===== src/rtl/irig_frame_tracker_pkg.sv =====
// rtl/irig_frame_tracker_pkg.sv - shared codes, frame geometry and FSM states for the IRIG-B tracker
package irig_frame_tracker_pkg;

  localparam int         FRAME_LEN = 100;
  localparam logic [6:0] POS_PR    = 7'd0;
  localparam logic [6:0] POS_P0    = 7'd99;

  localparam logic [2:0] TS_NONE    = 3'd0;
  localparam logic [2:0] TS_SEC     = 3'd1;
  localparam logic [2:0] TS_MIN     = 3'd2;
  localparam logic [2:0] TS_HOUR    = 3'd3;
  localparam logic [2:0] TS_DAY     = 3'd4;
  localparam logic [2:0] TS_YEAR    = 3'd5;
  localparam logic [2:0] TS_SEC_DAY = 3'd6;

  typedef enum logic [1:0] {
    ST_UNLOCKED,
    ST_SYNC,
    ST_ACQUIRE,
    ST_LOCKED
  } state_e;

  // Markers sit at Pr (0) and at every position ending in 9 (P1..P9, P0 at 99)
  function automatic logic is_marker_pos(input logic [6:0] pos);
    return (pos == POS_PR) || ((pos % 7'd10) == 7'd9);
  endfunction

endpackage


===== src/rtl/irig_frame_tracker_if.sv =====
// rtl/irig_frame_tracker_if.sv - symbol strobes in, timestamp bit strobes and status out
interface irig_frame_tracker_if;
  logic        irig_d0;
  logic        irig_d1;
  logic        irig_mark;
  logic        pps_gate;
  logic        ts_reset;
  logic        bit_wr;
  logic [2:0]  ts_select;
  logic [1:0]  digit_idx;
  logic [4:0]  bit_idx;
  logic        bit_value;
  logic        locked;
  logic        frame_done;
  logic [15:0] err_cnt;

  modport master (
    output irig_d0, irig_d1, irig_mark,
    input  pps_gate, ts_reset, bit_wr, ts_select, digit_idx, bit_idx, bit_value,
    input  locked, frame_done, err_cnt
  );

  modport slave (
    input  irig_d0, irig_d1, irig_mark,
    output pps_gate, ts_reset, bit_wr, ts_select, digit_idx, bit_idx, bit_value,
    output locked, frame_done, err_cnt
  );
endinterface


===== src/rtl/irig_frame_tracker_pos_decode.sv =====
// rtl/irig_frame_tracker_pos_decode.sv - frame position to timestamp field/digit/bit slot
module irig_pos_decode
  import irig_frame_tracker_pkg::*;
#(
  parameter bit SBS_EN  = 1'b1,
  parameter bit YEAR_EN = 1'b1
) (
  input  logic [6:0] pos,
  output logic       valid,
  output logic [2:0] ts_select,
  output logic [1:0] digit_idx,
  output logic [4:0] bit_idx
);

  // Map each data position to its field slot; index bits and unused spans stay invalid
  always_comb begin
    valid     = 1'b1;
    ts_select = TS_NONE;
    digit_idx = 2'd0;
    bit_idx   = 5'd0;
    if (pos >= 7'd1 && pos <= 7'd4) begin
      ts_select = TS_SEC;  bit_idx = 5'(pos - 7'd1);
    end else if (pos >= 7'd6 && pos <= 7'd8) begin
      ts_select = TS_SEC;  digit_idx = 2'd1; bit_idx = 5'(pos - 7'd6);
    end else if (pos >= 7'd10 && pos <= 7'd13) begin
      ts_select = TS_MIN;  bit_idx = 5'(pos - 7'd10);
    end else if (pos >= 7'd15 && pos <= 7'd17) begin
      ts_select = TS_MIN;  digit_idx = 2'd1; bit_idx = 5'(pos - 7'd15);
    end else if (pos >= 7'd20 && pos <= 7'd23) begin
      ts_select = TS_HOUR; bit_idx = 5'(pos - 7'd20);
    end else if (pos >= 7'd25 && pos <= 7'd26) begin
      ts_select = TS_HOUR; digit_idx = 2'd1; bit_idx = 5'(pos - 7'd25);
    end else if (pos >= 7'd30 && pos <= 7'd33) begin
      ts_select = TS_DAY;  bit_idx = 5'(pos - 7'd30);
    end else if (pos >= 7'd35 && pos <= 7'd38) begin
      ts_select = TS_DAY;  digit_idx = 2'd1; bit_idx = 5'(pos - 7'd35);
    end else if (pos >= 7'd40 && pos <= 7'd41) begin
      ts_select = TS_DAY;  digit_idx = 2'd2; bit_idx = 5'(pos - 7'd40);
    end else if (YEAR_EN && pos >= 7'd50 && pos <= 7'd53) begin
      ts_select = TS_YEAR; bit_idx = 5'(pos - 7'd50);
    end else if (YEAR_EN && pos >= 7'd55 && pos <= 7'd58) begin
      ts_select = TS_YEAR; digit_idx = 2'd1; bit_idx = 5'(pos - 7'd55);
    end else if (SBS_EN && pos >= 7'd80 && pos <= 7'd88) begin
      ts_select = TS_SEC_DAY; bit_idx = 5'(pos - 7'd80);
    end else if (SBS_EN && pos >= 7'd90 && pos <= 7'd97) begin
      // P9 at 89 splits the SBS word, so the upper bits resume at bit 9
      ts_select = TS_SEC_DAY; bit_idx = 5'(pos - 7'd81);
    end else begin
      valid = 1'b0;
    end
  end

endmodule


===== src/rtl/irig_frame_tracker.sv =====
// rtl/irig_frame_tracker.sv - IRIG-B frame position tracker with lock hysteresis and bit strobes
module irig_frame_tracker
  import irig_frame_tracker_pkg::*;
#(
  parameter int LOCK_FRAMES = 2,
  parameter int MAX_ERR     = 3,
  parameter bit SBS_EN      = 1'b1,
  parameter bit YEAR_EN     = 1'b1
) (
  input logic                 clk,
  input logic                 rst,
  irig_frame_tracker_if.slave bus
);

  state_e      state_q, state_d;
  logic [6:0]  pos_q, pos_d;
  logic [7:0]  good_q, good_d, err_run_q, err_run_d;
  logic        frame_err_q, frame_err_d;
  logic [15:0] err_cnt_q, err_cnt_d;
  logic        pps_gate_q, pps_gate_d, ts_reset_q, ts_reset_d;
  logic        bit_wr_q, bit_wr_d, bit_value_q, bit_value_d;
  logic [2:0]  ts_select_q, ts_select_d;
  logic [1:0]  digit_idx_q, digit_idx_d;
  logic [4:0]  bit_idx_q, bit_idx_d;
  logic        locked_q, locked_d, frame_done_q, frame_done_d;

  logic        symbol, multi, is_mark, is_data, sym_err, frame_bad;
  logic [7:0]  good_inc, err_inc;
  logic        dec_valid;
  logic [2:0]  dec_sel;
  logic [1:0]  dec_digit;
  logic [4:0]  dec_bit;

  irig_pos_decode #(.SBS_EN(SBS_EN), .YEAR_EN(YEAR_EN)) u_pos_decode (
    .pos       (pos_q),
    .valid     (dec_valid),
    .ts_select (dec_sel),
    .digit_idx (dec_digit),
    .bit_idx   (dec_bit)
  );

  assign symbol  = bus.irig_d0 | bus.irig_d1 | bus.irig_mark;
  assign multi   = (bus.irig_d0 & bus.irig_d1) | (bus.irig_d0 & bus.irig_mark) |
                   (bus.irig_d1 & bus.irig_mark);
  assign is_mark = bus.irig_mark & ~multi;
  assign is_data = (bus.irig_d0 | bus.irig_d1) & ~multi;
  assign sym_err = multi | (is_mark & ~is_marker_pos(pos_q)) | (is_data & is_marker_pos(pos_q));

  // Next-state: lock FSM, flywheel position, frame error bookkeeping and output strobes
  always_comb begin
    state_d      = state_q;
    pos_d        = pos_q;
    good_d       = good_q;
    err_run_d    = err_run_q;
    frame_err_d  = frame_err_q;
    err_cnt_d    = err_cnt_q;
    pps_gate_d   = 1'b0;
    ts_reset_d   = 1'b0;
    bit_wr_d     = 1'b0;
    ts_select_d  = TS_NONE;
    digit_idx_d  = 2'd0;
    bit_idx_d    = 5'd0;
    bit_value_d  = 1'b0;
    frame_done_d = 1'b0;
    frame_bad    = frame_err_q | sym_err;
    good_inc     = good_q + 8'd1;
    err_inc      = err_run_q + 8'd1;
    if (symbol) begin
      case (state_q)
        ST_UNLOCKED: if (is_mark) state_d = ST_SYNC;
        ST_SYNC: begin
          if (is_mark) begin
            // Second consecutive mark is Pr: frame position 0 just went by
            state_d     = ST_ACQUIRE;
            pos_d       = 7'd1;
            ts_reset_d  = 1'b1;
            good_d      = 8'd0;
            frame_err_d = 1'b0;
          end else begin
            state_d = ST_UNLOCKED;
          end
        end
        default: begin
          pos_d       = (pos_q == POS_P0) ? POS_PR : pos_q + 7'd1;
          frame_err_d = frame_bad;
          if (sym_err && err_cnt_q != 16'hFFFF) err_cnt_d = err_cnt_q + 16'd1;
          if (is_data && dec_valid) begin
            bit_wr_d    = 1'b1;
            ts_select_d = dec_sel;
            digit_idx_d = dec_digit;
            bit_idx_d   = dec_bit;
            bit_value_d = bus.irig_d1;
          end
          if (is_mark && pos_q == POS_PR) begin
            ts_reset_d = 1'b1;
            pps_gate_d = (state_q == ST_LOCKED);
          end
          if (state_q == ST_ACQUIRE && sym_err) begin
            state_d = ST_UNLOCKED;
          end else if (pos_q == POS_P0) begin
            frame_err_d = 1'b0;
            if (!frame_bad) begin
              frame_done_d = 1'b1;
              err_run_d    = 8'd0;
              if (state_q == ST_ACQUIRE) begin
                good_d = good_inc;
                if (good_inc == 8'(LOCK_FRAMES)) state_d = ST_LOCKED;
              end
            end else begin
              err_run_d = err_inc;
              if (err_inc == 8'(MAX_ERR)) state_d = ST_UNLOCKED;
            end
          end
        end
      endcase
    end
    if (state_d == ST_UNLOCKED) begin
      good_d      = 8'd0;
      err_run_d   = 8'd0;
      frame_err_d = 1'b0;
      pos_d       = POS_PR;
    end
    locked_d = (state_d == ST_LOCKED);
  end

  // State and output registers with synchronous reset
  always_ff @(posedge clk) begin
    if (rst) begin
      state_q      <= ST_UNLOCKED;
      pos_q        <= POS_PR;
      good_q       <= 8'd0;
      err_run_q    <= 8'd0;
      frame_err_q  <= 1'b0;
      err_cnt_q    <= 16'd0;
      pps_gate_q   <= 1'b0;
      ts_reset_q   <= 1'b0;
      bit_wr_q     <= 1'b0;
      ts_select_q  <= TS_NONE;
      digit_idx_q  <= 2'd0;
      bit_idx_q    <= 5'd0;
      bit_value_q  <= 1'b0;
      locked_q     <= 1'b0;
      frame_done_q <= 1'b0;
    end else begin
      state_q      <= state_d;
      pos_q        <= pos_d;
      good_q       <= good_d;
      err_run_q    <= err_run_d;
      frame_err_q  <= frame_err_d;
      err_cnt_q    <= err_cnt_d;
      pps_gate_q   <= pps_gate_d;
      ts_reset_q   <= ts_reset_d;
      bit_wr_q     <= bit_wr_d;
      ts_select_q  <= ts_select_d;
      digit_idx_q  <= digit_idx_d;
      bit_idx_q    <= bit_idx_d;
      bit_value_q  <= bit_value_d;
      locked_q     <= locked_d;
      frame_done_q <= frame_done_d;
    end
  end

  assign bus.pps_gate   = pps_gate_q;
  assign bus.ts_reset   = ts_reset_q;
  assign bus.bit_wr     = bit_wr_q;
  assign bus.ts_select  = ts_select_q;
  assign bus.digit_idx  = digit_idx_q;
  assign bus.bit_idx    = bit_idx_q;
  assign bus.bit_value  = bit_value_q;
  assign bus.locked     = locked_q;
  assign bus.frame_done = frame_done_q;
  assign bus.err_cnt    = err_cnt_q;

endmodule


===== src/flat_wrapper.sv =====
// flat-port wrapper written by rule: the top's interface ports become plain ports
module irig_frame_tracker_flat import irig_frame_tracker_pkg::*;
#(
  parameter int LOCK_FRAMES = 2,
  parameter int MAX_ERR     = 3,
  parameter bit SBS_EN      = 1'b1,
  parameter bit YEAR_EN     = 1'b1
)
  (clk, rst, bus_irig_d0, bus_irig_d1, bus_irig_mark, bus_pps_gate, bus_ts_reset, bus_bit_wr, bus_ts_select, bus_digit_idx, bus_bit_idx, bus_bit_value, bus_locked, bus_frame_done, bus_err_cnt);
  irig_frame_tracker_if bus_i ();
  input logic clk;
  input logic rst;
  input wire logic [$bits(bus_i.irig_d0)-1:0] bus_irig_d0;
  input wire logic [$bits(bus_i.irig_d1)-1:0] bus_irig_d1;
  input wire logic [$bits(bus_i.irig_mark)-1:0] bus_irig_mark;
  output wire logic [$bits(bus_i.pps_gate)-1:0] bus_pps_gate;
  output wire logic [$bits(bus_i.ts_reset)-1:0] bus_ts_reset;
  output wire logic [$bits(bus_i.bit_wr)-1:0] bus_bit_wr;
  output wire logic [$bits(bus_i.ts_select)-1:0] bus_ts_select;
  output wire logic [$bits(bus_i.digit_idx)-1:0] bus_digit_idx;
  output wire logic [$bits(bus_i.bit_idx)-1:0] bus_bit_idx;
  output wire logic [$bits(bus_i.bit_value)-1:0] bus_bit_value;
  output wire logic [$bits(bus_i.locked)-1:0] bus_locked;
  output wire logic [$bits(bus_i.frame_done)-1:0] bus_frame_done;
  output wire logic [$bits(bus_i.err_cnt)-1:0] bus_err_cnt;
  assign bus_i.irig_d0 = bus_irig_d0;
  assign bus_i.irig_d1 = bus_irig_d1;
  assign bus_i.irig_mark = bus_irig_mark;
  assign bus_pps_gate = bus_i.pps_gate;
  assign bus_ts_reset = bus_i.ts_reset;
  assign bus_bit_wr = bus_i.bit_wr;
  assign bus_ts_select = bus_i.ts_select;
  assign bus_digit_idx = bus_i.digit_idx;
  assign bus_bit_idx = bus_i.bit_idx;
  assign bus_bit_value = bus_i.bit_value;
  assign bus_locked = bus_i.locked;
  assign bus_frame_done = bus_i.frame_done;
  assign bus_err_cnt = bus_i.err_cnt;
  irig_frame_tracker #(.LOCK_FRAMES(LOCK_FRAMES), .MAX_ERR(MAX_ERR), .SBS_EN(SBS_EN), .YEAR_EN(YEAR_EN)) u_core (.clk(clk), .rst(rst), .bus(bus_i));
endmodule

===== config.mk =====
export PLATFORM = sky130hd
export DESIGN_NAME = irig_frame_tracker_flat
export DESIGN_NICKNAME = d
export VERILOG_FILES = /design/src/rtl/irig_frame_tracker_pkg.sv /design/src/rtl/irig_frame_tracker_if.sv /design/src/rtl/irig_frame_tracker_pos_decode.sv /design/src/rtl/irig_frame_tracker.sv /design/src/flat_wrapper.sv
export SDC_FILE = /design/constraint.sdc
export NUM_CORES = 1
export LEC_CHECK = 0
export CAP_MARGIN = 20
export CELL_PAD_IN_SITES_DETAIL_PLACEMENT = 2
export CELL_PAD_IN_SITES_GLOBAL_PLACEMENT = 2
export CORE_MARGIN = 1.5
export CORE_UTILIZATION = 33
export DETAILED_ROUTE_END_ITERATION = 10
export HOLD_SLACK_MARGIN = 0.12
export MAX_ROUTING_LAYER = met4
export PLACE_DENSITY_LB_ADDON = 0.1
export SETUP_SLACK_MARGIN = 0.1
export SLEW_MARGIN = 10
export SYNTH_ARGS = -nofsm -noshare
export SYNTH_HDL_FRONTEND = slang
export SYNTH_HIERARCHICAL = 1
export SYNTH_SLANG_ARGS = --single-unit

===== constraint.sdc =====
create_clock -name clk -period 3.1 [get_ports clk]
set_clock_uncertainty 0.15 [all_clocks]
set_input_delay 0.465 -clock clk [delete_from_list [all_inputs] [get_ports clk]]
set_output_delay 0.465 -clock clk [all_outputs]
set_load 0.01 [all_outputs]

==> key figures, run 1 <==
Setup path
  – Reg-to-reg critical path endpoint: u_core/bus.bit_idx[1]
  – Crit path required time: about 3.2 ns
  – Worst setup path endpoint: u_core/bus.bit_idx[1]
  – CP Launch Type: register
  – WS Path Type: register to register
  – RR Startpoint: u_core/pos_q[2]
  – Worst setup EP type: register
  – Worst reg2reg setup slack: between 0.005 and 0.006 ns
  – Worst Setup SP: u_core/pos_q[2]
  – R2R depth: 12
  – Worst EP arrival: around 3.2 ns
  – Worst Path Max Fanout: 6

Logic synthesis
  – Post-synth EDFFs: 0
  – Post-synthesis sequential area ratio: about 22%
  – Synth Cell Area: roughly 0.0052 mm2
  – Syn nets: slightly below 700
  – Number of synthesis warnings: 6
  – Synth unique cells: 100
  – Cells after Synth: about 650
  – FFs w/ async S/R, synth: 0%
  – Ys flop type: dfxtp_1
  – Syn_area_per_cell: approximately 8 um2
  – Yosys reg bits: 58

Final layout
  – Layout cell share with drive strength beyond 1: 31.8%
  – Number of fill cells in the layout: approximately 1.6k
  – Commonest cells after routing, fill and taps aside: buf_4, nor2_1, nand2_1
  – Fin nets: 824
  – Area added between synthesis and finish: 44.4%
  – Most common cell after layout, fill and taps aside: buf_4
  – ANT cells: 0

Clocking
  – Clock Path Buffers: 2
  – Skew-Pair Late Insertion Delay: between 0.3 and 0.4 ns
  – CTS sink count: 58
  – CTS Buf Count: 9
  – Clk root buf: clkbuf_16
  – CTS tree: built
  – Post-CTS Hold Buffers: 0
  – H-Tree Depth: 3
  – Clock slew at reported path FFs: about 0.06 ns

Global routing
  – First-pass GRT wire length: between 30000 and 40000 um
  – Initial antenna violation count: 0
  – Global route overflow: 0
  – Gr usage total: between 20% and 30%
  – Largest net degree at the start of global routing: 25
  – Vias in the first global route: about 6.1k

Run
  – Max_cap viols: 0

STA
  – Final number of setup-violating endpoints: 0
  – Final min period: between 3 and 4 ns
  – Fin worst setup slack: roughly 0.0055 ns
  – Slew Limit Fails: 0
  – RSZ-0062 raised after global routing: yes
  – Final period utilization: between 90 and 100%
  – Slew @ Worst Pin: approximately 0.53 ns
  – Slew HR: between 60 and 70%
  – Setup tns final: 0 ns
  – Final Hold Fails: 0
  – FMAX: 323 MHz

Pwr
  – Pwr Density: around 280 mW/mm2
  – Peak supply drop: 0.237 mV
  – LEAKAGE: ~2.8 nW

Route
  – Drt first-iter violations: ~400
  – Total number of vias: 5922
  – 1st-pass router iterations: 5
  – Drt wl/cell: approximately 26 um
  – Residual DRC count: 0
  – Via density: about 6
  – Routed WL: approximately 26000 um
  – Post-DRT Antenna Nets: 0

Floorplan
  – Die Y: between 100 and 150 um
  – Number of cell rows: 45
  – I/O pins: 37
  – Die Area: about 0.016 mm2
  – Initial core utilization: about a third
  – Chip width: around 130 um
  – Core area: about 0.015 mm2

Placement
  – Post-DP HPWL: 17300 um
  – Port-buffer cells: 36
  – Pre-CTS setup slack: -0.123 ns
  – GP Congestion: roughly 0.96

Worst hold path
  – HP Start: u_core/good_q[1]
  – Tightest Hold Check Type: register to register

Run status
  – Status: finished clean
## kinds of logic (layout without fill, tap and decap cells)
group / count (synthesis) / in the layout / share of synthesized area [%]
flops: 58 / 58 / 22.4
buf+inv: 69 / 208 / 6.39
fa+ha+maj: 31 / 31 / 7.47
compound gates: 183 / 183 / 28.4
mux: 6 / 6 / 1.16
simple gates: 270 / 271 / 28.4
xor+xnor: 35 / 35 / 5.91
## cells in the mapped netlist, types with 13 or more instances
master | number | area share, %
ha_1 | 31 | 7.5
buf_2 | 18 | 1.7
a21oi_1 | 24 | 2.3
o21ai_0 | 27 | 2.6
xnor2_1 | 16 | 2.7
inv_1 | 26 | 1.9
nor3_1 | 16 | 1.5
nand3_1 | 31 | 3.0
xor2_1 | 19 | 3.2
clkbuf_1 | 14 | 1.0
nand4_1 | 15 | 1.8
a31oi_1 | 13 | 1.6
nor2_1 | 60 | 4.3
dfxtp_1 | 58 | 22
nand2_1 | 52 | 3.8
and2_1 | 17 | 2.0
## through the flow
stage | area (um2) | instances | total power, W | util, % | hold slack [ns]
finish | 7500 | 1003 | 0.00207 | 49.1 | 0.382
global placement | 6430 | 957 | 0.000942 | 42.1 | 0.338
CTS | 6870 | 975 | 0.00203 | 45.0 | 0.366
detailed placement | 6430 | 958 | 0.000950 | 42.1 | 0.359
global route | 7500 | 1003 | 0.00213 | 49.1 | 0.403
floorplan | 5240 | 652 | 0.000872 | - | 0.320
## registers in the layout, indices dropped and copies added (netlist names)
signal	cells
u_core/pos_q	7
u_core/bus.locked	1
u_core/bus.bit_wr	1
u_core/bus.digit_idx	2
u_core/bus.ts_select	3
u_core/bus.bit_idx	5
u_core/good_q	8
u_core/bus.pps_gate	1
u_core/bus.ts_reset	1
u_core/err_run_q	8
u_core/frame_err_q	1
u_core/bus.bit_value	1
u_core/bus.frame_done	1
u_core/bus.err_cnt	16
u_core/state_q	2
## metal layers
layer / global-route usage (%) / vias up / routed length, um
met5: - / - / 0
met4: 6.08 / 0 / 486
met3: 5.45 / 37 / 1130
met2: 45.4 / 147 / 12500
met1: 39.9 / 3045 / 12100
li1: - / 2693 / -
## area by class of cell
type                       count  area (um2)  area share [%]
multi-input combinational    526        4130            55.1
timing repair buffer         166        1510            20.1
sequential                    58        1180            15.8
clock buffer                  13         270            3.61
tap                          211         264            3.52
inverter                      27         111            1.49
clock inverter                 2        35.0           0.467
## how the worst min path moves through the flow
stage,to,slack [ns],depth (start not counted)
2_1_floorplan,u_core/frame_err_q,0.32,2
3_3_place_gp,u_core/err_run_q[7],0.34,2
3_5_place_dp,u_core/err_run_q[7],0.36,2
4_1_cts,u_core/err_run_q[7],0.37,2
5_1_grt,u_core/good_q[7],0.40,2
6_report,u_core/good_q[1],0.38,2
## what timing repair did
action                                  4_1_cts  5_1_grt
endpoints found under the setup margin       47       46
gates resized for setup                      25       80
buffers inserted                              2       24
pin swaps                                     8       26
gates cloned                                  0        4
## worst max-delay path, cell delays in order (launching register included)
cell,delay [ns]
dfxtp_4,0.39
clkinvlp_4,0.20
ha_2,0.27
a21bo_1,0.26
buf_4,0.20
a32oi_1,0.30
or2_2,0.22
nand2_1,0.13
buf_4,0.17
nor3_2,0.22
o22ai_1,0.12
o211ai_1,0.24
and2_1,0.18
## power breakdown
group | internal [W] | leakage (nW) | switching [W]
combinational | 0.000106 | 2.18 | 0.000141
clock | 0.000683 | 0.152 | 0.000385
sequential | 0.000747 | 0.472 | 0.00000863
Note: power is estimated with default switching activity, not from simulation.
==> run 2: changes to the inputs <==
--- a/config.mk
+++ b/config.mk
@@ -5,7 +5,6 @@
 export SDC_FILE = /design/constraint.sdc
 export NUM_CORES = 1
 export LEC_CHECK = 0
-export CAP_MARGIN = 20
 export CELL_PAD_IN_SITES_DETAIL_PLACEMENT = 2
 export CELL_PAD_IN_SITES_GLOBAL_PLACEMENT = 2
 export CORE_MARGIN = 1.5
==> key figures, run 2 (same netlist as run 1, synthesis figures left out) <==
Run status
  – Status: complete, but fails checks
  – Violated checks: negative setup slack

Pwr
  – Internal: 0.00162 W (+5.6%)
  – Sw Ratio: 25.4% (-0.50 points)
  – Pwr Density: 283 mW/mm2 (+2.6%)
  – Reg power frac: 34.8% (-1.7 points)
  – Net switching power: 0.000551 W (+2.9%)
  – Clock share of power: 53.5% (+1.9 points)
  – LEAKAGE: 2.85 nW (+1.7%)
  – Peak supply drop: 0.287 mV (+21%)
  – Comb pwr share: 11.7% (-0.2 points)
  – Overall power: 0.00217 W (+4.9%)

Setup path
  – WS Path Type: register to register
  – Worst reg2reg setup slack: -0.11 ns (-0.11 ns)
  – Crit path required time: 3.24 ns (about the same)
  – CP Launch Type: register
  – Worst EP arrival: 3.35 ns (+0.12 ns)
  – Worst Path Max Fanout: 5 (-1)
  – Worst setup EP type: register

Run
  – Max_cap viols: 0 (unchanged)

Clocking
  – CTS tree: built
  – H-Tree Depth: 3 (unchanged)
  – Post-CTS Hold Buffers: 0 (unchanged)
  – Clk root buf: clkbuf_16
  – CTS Buf Count: 9 (unchanged)
  – Clock slew at reported path FFs: 0.05 ns (about the same)
  – CTS sink count: 58 (unchanged)
  – Skew-Pair Late Insertion Delay: 0.35 ns (about the same)
  – Clock Path Buffers: 2 (unchanged)

Route
  – Post-DRT Antenna Nets: 0 (unchanged)
  – Routed WL: 26900 um (+2.4%)
  – Drt first-iter violations: 441 (+11%)
  – Total number of vias: 6051 (+2.2%)
  – Drt wl/cell: 26.7 um (+2.3%)
  – 1st-pass router iterations: 5 (unchanged)
  – Residual DRC count: 0 (unchanged)
  – Via density: 6.03 (+2.1%)

Final layout
  – ANT cells: 0 (unchanged)
  – Fin nets: 824 (unchanged)
  – Area added between synthesis and finish: 47.7%
  – Post-Layout Cell Count: 1004 (+0.10%)
  – Layout cell share with drive strength beyond 1: 35.2% (+3.4 points)
  – Most common cell after layout, fill and taps aside: buf_4
  – Commonest cells after routing, fill and taps aside: buf_4, nor2_1, nand2_1
  – Max reg flops: 16 (unchanged)

Global routing
  – First-pass GRT wire length: 36300 um (+1.8%)
  – Gr usage total: 30.0% (+0.71 points)
  – Vias in the first global route: 6201 (+2.0%)
  – Global route overflow: 0 (unchanged)
  – Largest net degree at the start of global routing: 25 (unchanged)
  – Initial antenna violation count: 0 (unchanged)

Placement
  – Pre-CTS setup slack: -0.567 ns (-0.443 ns)
  – Port-buffer cells: 36 (unchanged)
  – Dpl cells: 957 (-0.10%)
  – Post-DP HPWL: 17300 um (+0.32%)
  – GP Congestion: 0.960 (unchanged)

STA
  – Final period utilization: 104% (+3.7 points)
  – Final Hold Fails: 0 (unchanged)
  – Slew Limit Fails: 0 (unchanged)
  – FMAX: 312 MHz (-3.6%)
  – Slew HR: 63.9% (-0.47 points)
  – Final number of setup-violating endpoints: 25 (+25)
  – Setup tns final: -0.948 ns (-0.948 ns)
  – RSZ-0062 raised after global routing: yes
  – Hold Worst Slack: 0.379 ns (-0.00317 ns)
  – Final min period: 3.21 ns (+0.115 ns)
  – Fin worst setup slack: -0.109 ns (-0.115 ns)
  – Slew @ Worst Pin: 0.536 ns (+0.00195 ns)

Floorplan
  – Number of cell rows: 45 (unchanged)
  – Core area: 0.0153 mm2 (unchanged)
  – Initial core utilization: 34.0% (unchanged)
  – Die Y: 128 um (unchanged)
  – Die Area: 0.0165 mm2 (unchanged)
  – I/O pins: 37 (unchanged)
  – Chip width: 128 um (unchanged)

Worst hold path
  – Tightest Hold Check Type: register to register
-- run 2: power by group through the flow --
stage	registers, W	logic (W)	clock network (W)
after floorplan	0.000769	0.000103	0
after global placement	0.000770	0.000172	0
after detailed placement	0.000771	0.000179	0
after CTS	0.000755	0.000190	0.00118
after global routing	0.000756	0.000267	0.00122
final	0.000756	0.000254	0.00116
-- run 2: layer usage --
layer | part of all wire (%) | track usage [%] | vias up
li1 | - | - | 2713
met1 | 44 | 39.2 | 3112
met2 | 47 | 47.2 | 171
met3 | 5.8 | 6.24 | 55
met4 | 3.0 | 8.00 | 0
met5 | 0 | - | -
-- run 2: final cells by class --
| class | count | area, um2 |
|---|---|---|
| fill | 1638 | 7590 |
| clock inverter | 4 | 71.3 |
| inverter | 27 | 109 |
| sequential | 58 | 1180 |
| tap | 211 | 264 |
| multi-input combinational | 527 | 4270 |
| clock buffer | 12 | 267 |
| timing repair buffer | 165 | 1500 |
-- run 2: stage by stage --
| step | instance area, um2 | util (%) |
|---|---|---|
| after floorplan | 5240 | - |
| after global placement | 6430 | 42.1 |
| after detailed placement | 6430 | 42.1 |
| after CTS | 6940 | 45.5 |
| after global routing | 7660 | 50.2 |
| final | 7660 | 50.2 |
-- run 2: what timing repair did --
action,4_1_cts,5_1_grt
endpoints found under the setup margin,48,43
cloned,0,5
hold endpoints to repair,0,0
setup buffers,1,25
gates resized for setup,36,95
pin swaps,5,43
-- run 2: critical path, stage by stage, from the launching register on --
cell        delay, ns
dfxtp_4          0.39
clkinvlp_4       0.14
buf_12           0.16
ha_2             0.21
a21bo_2          0.26
buf_4            0.20
a32oi_4          0.30
or2_4            0.21
nand2_1          0.14
buf_4            0.19
nor3_2           0.20
o22ai_1          0.13
o211ai_1         0.27
and2_4           0.20
-- run 2: path summary, 6_finish.rpt --
kind / startpoint / endpoint / cells after the start
max: u_core/pos_q[1] / u_core/bus.bit_idx[1] / 13
min: u_core/good_q[1] / u_core/good_q[1] / 2
max reg2reg: u_core/pos_q[1] / u_core/bus.bit_idx[1] / 13
min reg2reg: u_core/good_q[1] / u_core/good_q[1] / 2
